File: src/rtl/imem_fetch_port.sv
// imem_fetch_port: byte-addressed LEGv8 instruction memory with a fetch
// request/response handshake, a LATENCY-deep read pipeline and response FIFO.
//
// Ports:
//   clk, rst             rising-edge clock, synchronous active-high reset
//   req_valid/ready/addr fetch request handshake and byte address
//   rsp_valid/ready      response handshake at the FIFO head
//   rsp_instr, rsp_fault instruction word and {out-of-range, misaligned}
//   prog_we/addr/data    program-load word write
//   flush                drop every in-flight and buffered response
module imem_fetch_port #(
    parameter int ADDR_W      = 64,
    parameter int DEPTH_BYTES = 512,
    parameter int LATENCY     = 1
) (
    input  logic              clk,
    input  logic              rst,
    input  logic              req_valid,
    output logic              req_ready,
    input  logic [ADDR_W-1:0] req_addr,
    output logic              rsp_valid,
    input  logic              rsp_ready,
    output logic [31:0]       rsp_instr,
    output logic [1:0]        rsp_fault,
    input  logic              prog_we,
    input  logic [ADDR_W-1:0] prog_addr,
    input  logic [31:0]       prog_data,
    input  logic              flush
);

    localparam int FD   = LATENCY + 1;
    localparam int CW   = $clog2(FD + 1);
    localparam int PW   = $clog2(FD);
    localparam int MW   = $clog2(DEPTH_BYTES);
    localparam logic [ADDR_W-1:0] LAST = ADDR_W'(DEPTH_BYTES - 4);
    localparam logic [ADDR_W-1:0] WMSK = ~ADDR_W'(3);

    logic [7:0]    r_mem [DEPTH_BYTES];
    logic [CW-1:0] r_cnt;
    logic [CW-1:0] r_fn;
    logic [PW-1:0] r_wp;
    logic [PW-1:0] r_rp;
    logic [31:0]   r_fi [FD];
    logic [1:0]    r_ff [FD];

    logic              w_acc;
    logic              w_pop;
    logic [1:0]        w_fault;
    logic [MW-1:0]     w_rb;
    logic [31:0]       w_rinstr;
    logic [ADDR_W-1:0] w_pa;
    logic [MW-1:0]     w_pb;
    logic              w_pok;
    logic              w_fin_v;
    logic [31:0]       w_fin_i;
    logic [1:0]        w_fin_f;

    assign req_ready = !rst && !flush && (r_cnt < CW'(FD));
    assign w_acc     = req_valid && req_ready;
    assign rsp_valid = (r_fn != '0);
    assign w_pop     = rsp_valid && rsp_ready;

    assign w_fault[0] = (req_addr[1:0] != 2'b00);
    assign w_fault[1] = (req_addr > LAST);

    // Word read from the aligned base; a faulted fetch returns zero instead.
    assign w_rb = req_addr[MW-1:0] & ~MW'(3);
    assign w_rinstr = (w_fault != 2'b00) ? 32'h0 :
        {r_mem[w_rb + MW'(3)], r_mem[w_rb + MW'(2)],
         r_mem[w_rb + MW'(1)], r_mem[w_rb]};

    assign w_pa  = prog_addr & WMSK;
    assign w_pb  = w_pa[MW-1:0];
    assign w_pok = (w_pa <= LAST);

    // The read above samples pre-write contents, so a same-edge fetch of
    // the written word sees the old value.
    always_ff @(posedge clk) begin
        if (!rst && prog_we && w_pok) begin
            r_mem[w_pb]          <= prog_data[7:0];
            r_mem[w_pb + MW'(1)] <= prog_data[15:8];
            r_mem[w_pb + MW'(2)] <= prog_data[23:16];
            r_mem[w_pb + MW'(3)] <= prog_data[31:24];
        end
    end

    generate
        if (LATENCY == 1) begin : g_direct
            assign w_fin_v = w_acc;
            assign w_fin_i = w_rinstr;
            assign w_fin_f = w_fault;
        end else begin : g_pipe
            logic        r_pv [LATENCY-1];
            logic [31:0] r_pi [LATENCY-1];
            logic [1:0]  r_pf [LATENCY-1];

            always_ff @(posedge clk) begin
                if (rst || flush) begin
                    for (int k = 0; k < LATENCY - 1; k++) begin
                        r_pv[k] <= 1'b0;
                    end
                end else begin
                    r_pv[0] <= w_acc;
                    for (int k = 1; k < LATENCY - 1; k++) begin
                        r_pv[k] <= r_pv[k-1];
                    end
                end
                r_pi[0] <= w_rinstr;
                r_pf[0] <= w_fault;
                for (int k = 1; k < LATENCY - 1; k++) begin
                    r_pi[k] <= r_pi[k-1];
                    r_pf[k] <= r_pf[k-1];
                end
            end

            assign w_fin_v = r_pv[LATENCY-2];
            assign w_fin_i = r_pi[LATENCY-2];
            assign w_fin_f = r_pf[LATENCY-2];
        end
    endgenerate

    // Credit count bounds in-flight plus buffered entries to the FIFO depth.
    always_ff @(posedge clk) begin
        if (rst || flush) begin
            r_cnt <= '0;
            r_fn  <= '0;
            r_wp  <= '0;
            r_rp  <= '0;
        end else begin
            r_cnt <= r_cnt + CW'(w_acc) - CW'(w_pop);
            r_fn  <= r_fn + CW'(w_fin_v) - CW'(w_pop);
            if (w_fin_v) begin
                r_wp <= (r_wp == PW'(FD - 1)) ? '0 : r_wp + PW'(1);
            end
            if (w_pop) begin
                r_rp <= (r_rp == PW'(FD - 1)) ? '0 : r_rp + PW'(1);
            end
        end
    end

    always_ff @(posedge clk) begin
        if (w_fin_v) begin
            r_fi[r_wp] <= w_fin_i;
            r_ff[r_wp] <= w_fin_f;
        end
    end

    assign rsp_instr = rsp_valid ? r_fi[r_rp] : 32'h0;
    assign rsp_fault = rsp_valid ? r_ff[r_rp] : 2'b00;

endmodule

File: config.mk
export PLATFORM = sky130hd
export DESIGN_NAME = imem_fetch_port
export DESIGN_NICKNAME = d
export VERILOG_FILES = /design/src/rtl/imem_fetch_port.sv
export SDC_FILE = /design/constraint.sdc
export NUM_CORES = 2
export LEC_CHECK = 0
export CORE_MARGIN = 5
export CORE_UTILIZATION = 45
export CTS_CLUSTER_SIZE = 30
export DETAILED_ROUTE_END_ITERATION = 16
export GPL_ROUTABILITY_DRIVEN = 0
export GPL_TIMING_DRIVEN = 0
export SLEW_MARGIN = 20
export SYNTH_ARGS = -nofsm -noshare
export SYNTH_HDL_FRONTEND = slang
export SYNTH_MEMORY_MAX_BITS = 65536
export SYNTH_SLANG_ARGS = --single-unit
File: constraint.sdc
create_clock -name clk -period 5 [get_ports clk]
set_input_delay 1.25 -clock clk [delete_from_list [all_inputs] [get_ports clk]]
set_output_delay 1.25 -clock clk [all_outputs]
set_load 0.05 [all_outputs]
# ---- After elaboration in Yosys (flattened, before gate mapping)
# Memories as Yosys holds them, arrays and structs flattened. A register that Yosys moved wholly into a read port is not among the register bits.
# Index checks and enable logic that the tools add are counted.
dict set report word_totals {
  register_bits 6
  mem_bits_rw 4164
  in_bits 166
  wordCells 47
  memories 3
}
dict set report op_classes {
  n_addsub 12
  order_cmp 3
  muxes 13
  n_reduce_logical 12
}
# memory depth word_bits read_ports rd_ports_with_merged_regs wr line
set mem_list {}
lappend mem_list {r_mem 512 8 4 0 4 38} ;# logic [7:0] r_mem [DEPTH_BYTES];
lappend mem_list {r_fi 2 32 1 1 1 43} ;# logic [31:0] r_fi [FD];
lappend mem_list {r_ff 2 2 1 1 1 44} ;# logic [1:0] r_ff [FD];
# op count
set op_table {}
lappend op_table {{$gt 64x9->1 const B} 1}
lappend op_table {{$le 64x9->1 const B} 1}
lappend op_table {{$mux 32} 2}
lappend op_table {{$add 9x2->9 const B} 4}
lappend op_table {{$add 9x1->9 const B} 2}
lappend op_table {{$mux 1} 10}
lappend op_table {{$logic_and 1x1->1} 6}
lappend op_table {{$reduce_bool 2->1} 3}
lappend op_table {{$add 2x1->2} 2}
lappend op_table {{$sub 2x1->2} 2}
lappend op_table {{$add 1x1->1 const B} 2}
lappend op_table {{$logic_not 1->1} 2}
lappend op_table {{$lt 2x2->1 const B} 1}
lappend op_table {{$mux 2} 1}
lappend op_table {{$logic_or 1x1->1} 1}

# ---- Longest topological paths before layout
dict set report logic_depth {
  word_depth 6
  depth_mapped 12
  ltp_nobuf 9
}

# ---- Least setup slack after synthesis
# No wires, ideal clock.
dict set report synth_path {
  path_type {input -> register}
  startpoint {input port rst}
  endpoint {memory r_ff[0][0] (enable)}
  setup_ps 425
  arrival_ps 4132
  required_ps 4575
  setup_slack_ps 443
  path_stages 5
  path_cell_list {or2_2 > clkbuf_1 > nor2_1 > nand2_1 > nor2_1}
}
dict set report synth_via {
  elab_chain_cells 6
}
# item line
set synth_lines {}
lappend synth_lines {{start: declaration} 17} ;# input logic rst,
lappend synth_lines {{$logic_not 1->1} 58} ;# assign req_ready = !rst && !flush && (r_cnt < CW'(FD));
lappend synth_lines {{$logic_and 1x1->1 (2 in a row)} 58}
lappend synth_lines {{named net req_ready} 19} ;# output logic req_ready,
lappend synth_lines {{$logic_and 1x1->1} 59} ;# assign w_acc = req_valid && req_ready;
lappend synth_lines {{$mux 1} 142} ;# if (w_fin_v) begin
lappend synth_lines {{$mux 1 (implied by the code)} 144} ;# r_ff[r_wp] <= w_fin_f;
lappend synth_lines {{end: declaration} 44}
# The timed path passes the listed nets, and every way through them passes these cells.

# ---- Final worst setup path
dict set report layout_path {
  startpoint {input port req_addr[6]}
  endpoint {memory r_fi[0][12] (data pin)}
}
dict set report layout_via {
  elab_chain_cells 3
  word_cells_on_any_way 5
  cone_classes {add/sub (1); order compare (1); mux (1); reduce/logical (1); memory (1)}
}
# item line
set layout_lines {}
lappend layout_lines {{start: declaration} 20} ;# input logic [ADDR_W-1:0] req_addr,
lappend layout_lines {{$add 9x1->9 or $gt 64x9->1 (tied branches)} {70, 64}}
lappend layout_lines {{$mem_v2 512x8 or $reduce_bool 2->1 (tied branches)} -}
lappend layout_lines {{$mux 32 (*)} 68} ;# assign w_rinstr = (w_fault != 2'b00) ? 32'h0 :
lappend layout_lines {{named net w_fin_i[12]} 55} ;# logic [31:0] w_fin_i;
lappend layout_lines {{end: declaration} 43}
# The timed path passes the listed nets; every way through them passes the cells marked *.

==> run summary <==
fmax - 0.186 GHz
P_leak - 59.5 nW
Core Rows - 219
CP startpoint kind - input pin
root buffer cell - clkbuf_16
I/O pins - 202
Non-Filler Instances - 13500
ys async rst share - 0%
Layout area overhead - 18.2%
Die Area - 368000 µm²
Post-synth EDFFs - 4164
nets - 8482
initial antenna violation count - 55
final hold vios - 0
crit path buf inv count - 4
number of clock sinks - 4171
Final Critical Period - 5.37 ns
wire per inst - 41.8 µm
CP most frequent cell - clkbuf_1
Post-CTS Setup Bufs - 0
drt total wl - 563000 µm
Syn Std Cell Area - 160000 µm²
Mean Syn Cell Area - 21.6 µm²
htree depth - 5
Req. time, crit path - 5.65 ns
gr usage total - 30.2%
pwr dens - 391 nW/µm²
Distinct cells, synth - 63
CP top delay family - buffers and inverters
violated checks - negative setup slack
YS warnings - 0
Slowest cell on crit path - nor3_1
final instance area - 189000 µm²
max-cap viol count - 0
global-route wire length before repair - 745000 µm
status - finished with violations
FF+latch count, synth - 4171
dominant cells by area after synthesis - edfxtp_1 78%, mux4_2 12%, mux2i_1 2.9%
CTS Buf Count - 425
post-synth top area share - 78.0%
largest net degree at the start of global routing - 109
routed vias/inst - 6.55
core footprint - 355000 µm²
Fin Hold WS - 0.548 ns
worst rel slew slack - 10.9%
starting density of the core - 45.1%
global route overflow - 0
Die Ht - 607 µm
post-layout util - 53.3%
commonest cells in the netlist - 4164 x edfxtp_1, 836 x mux4_2, 462 x mux2i_1, 294 x nand2_1, 233 x nor2_1
crit-path cells - clkdlybuf4s50_1, or2_2, clkbuf_1, clkbuf_1, buf_2, o22ai_1, nor3_1, nor4_1
vias in the first global route - 84200
crit path kind - input pin to flip-flop
Via Count - 88200
Pre-Repair DR Iteration Count - 10
Seq/Total Area, Yosys - 78.1%
layout cells sized above 1 - 26.4%
crit-path max FO - 10
CP Capture Type - flip-flop
Synth Instances - 7406
main flop type after synthesis - edfxtp_1
Routed Antenna Nets - 0
Iteration-0 DRC Markers - 15700
clock-pin transition on the worst setup and hold timing paths - 0.06 ns
Net Count, Synth - 7575
overall power - 74.1 mW
dpl hpwl - 390000 µm
Die Width - 607 µm
Max stage delay on crit path - 1.03 ns
Post-Place Setup Slack - -2.36 ns
FILL cells - 27100
clock latency at the later pin of the worst-skew pair - 1.04 ns
slew at the pin with the worst max-slew slack - 1.33 ns
final period utilization - 107%
cell count after placement - 12600
clock tree buffer depth - 4
port buffer count - 196
Max VDD drop - 0.299 mV
Worst EP arrival - 6.02 ns
Clock Skew - 0.0807 ns
post-route setup TNS - -5.38 ns
HP Class - flip-flop to flip-flop
# DRC - 0
final worst slack - -0.366 ns
most common cell in the synthesized netlist - edfxtp_1
leading area contributor after synthesis - edfxtp_1
CTS tree - built
Setup violations, final - 34
Placed Area - 176000 µm²
Final Slew Violations - 0
[cells in the final DEF (no fill, tap or decap), drive strengths merged, types with 158 or more instances in the layout]
master	count
a21oi	158
nand2	294
buf	587
clkinv	192
edfxtp	4164
nor2	233
mux2i	462
mux4	840
clkbuf	659
clkdlybuf4s50	164
[state kept, by name, indices dropped and copies added (netlist names), named ones only]
register  count
r_cnt         2
r_rp          1
r_wp          1
r_ff          4
r_fi         64
r_mem      4096
r_fn          2
[layout make-up]
| cell class | count | area [µm²] | share of cell area (%) |
|---|---|---|---|
| flip-flops and latches | 4171 | 125000 | 66.1 |
| multi-input cells | 2814 | 33800 | 17.8 |
| clock buffers | 519 | 11000 | 5.82 |
| repair buffers | 481 | 8120 | 4.29 |
| well taps | 4751 | 5940 | 3.14 |
| plain buffers | 411 | 2760 | 1.46 |
| clock inverters | 251 | 2440 | 1.29 |
| diodes | 50 | 125 | 0.0661 |
| inverters | 9 | 33.8 | 0.0178 |
[repair_timing]
action | CTS | global route
hold buffers | 0 | 0
gates resized for setup | 26 | 23
pin swaps | 0 | 0
cloned | 0 | 0
setup endpoints to repair | 73 | 34
[worst paths after layout]
kind	endpoint	slack (ns)	cells past startpoint	start
hold / removal	r_cnt[1]	0.55	2	r_cnt[1]
setup / recovery	r_fi[0][12]	-0.37	8	req_addr[6]
hold reg to reg	r_cnt[1]	0.55	2	r_cnt[1]
setup reg to reg	r_fi[0][8]	1.56	6	r_mem[365][0]
[routing by layer]
layer	track usage (%)	part of all wire (%)
met1	39.4	36
met2	43.0	43
met5	2.10	0.11
met4	16.2	6.6
met3	12.7	15
[cells by family (layout without fill, tap and decap cells)]
family,Yosys count,after routing,synth area share (%)
muxes,1345,1345,15.0
DFF,4171,4171,78.1
xor gates and xnor gates,6,6,0.0328
and+or+nand+nor,769,769,2.12
buffers and inverters,421,1671,1.69
adders and majority gates,3,3,0.0234
other,0,50,0
AOI/OAI and AO/OA,691,691,3.01
[worst reg2reg max path: cells and delay by family, from the launching register on]
kind | cells | cell delay, ns
AO/OA/AOI/OAI | 3 | 1.12
flip-flops | 1 | 0.36
multiplexers | 1 | 0.48
AND/OR/NAND/NOR | 2 | 1.21
[power by group]
part           internal (mW)  total (mW)  switching, mW
registers               38.5        38.5        0.00422
clock network           17.6        31.3           13.7
logic                   1.33        4.38           3.05
total                   57.4        74.1           16.7
(Power assumes the default switching activity.)
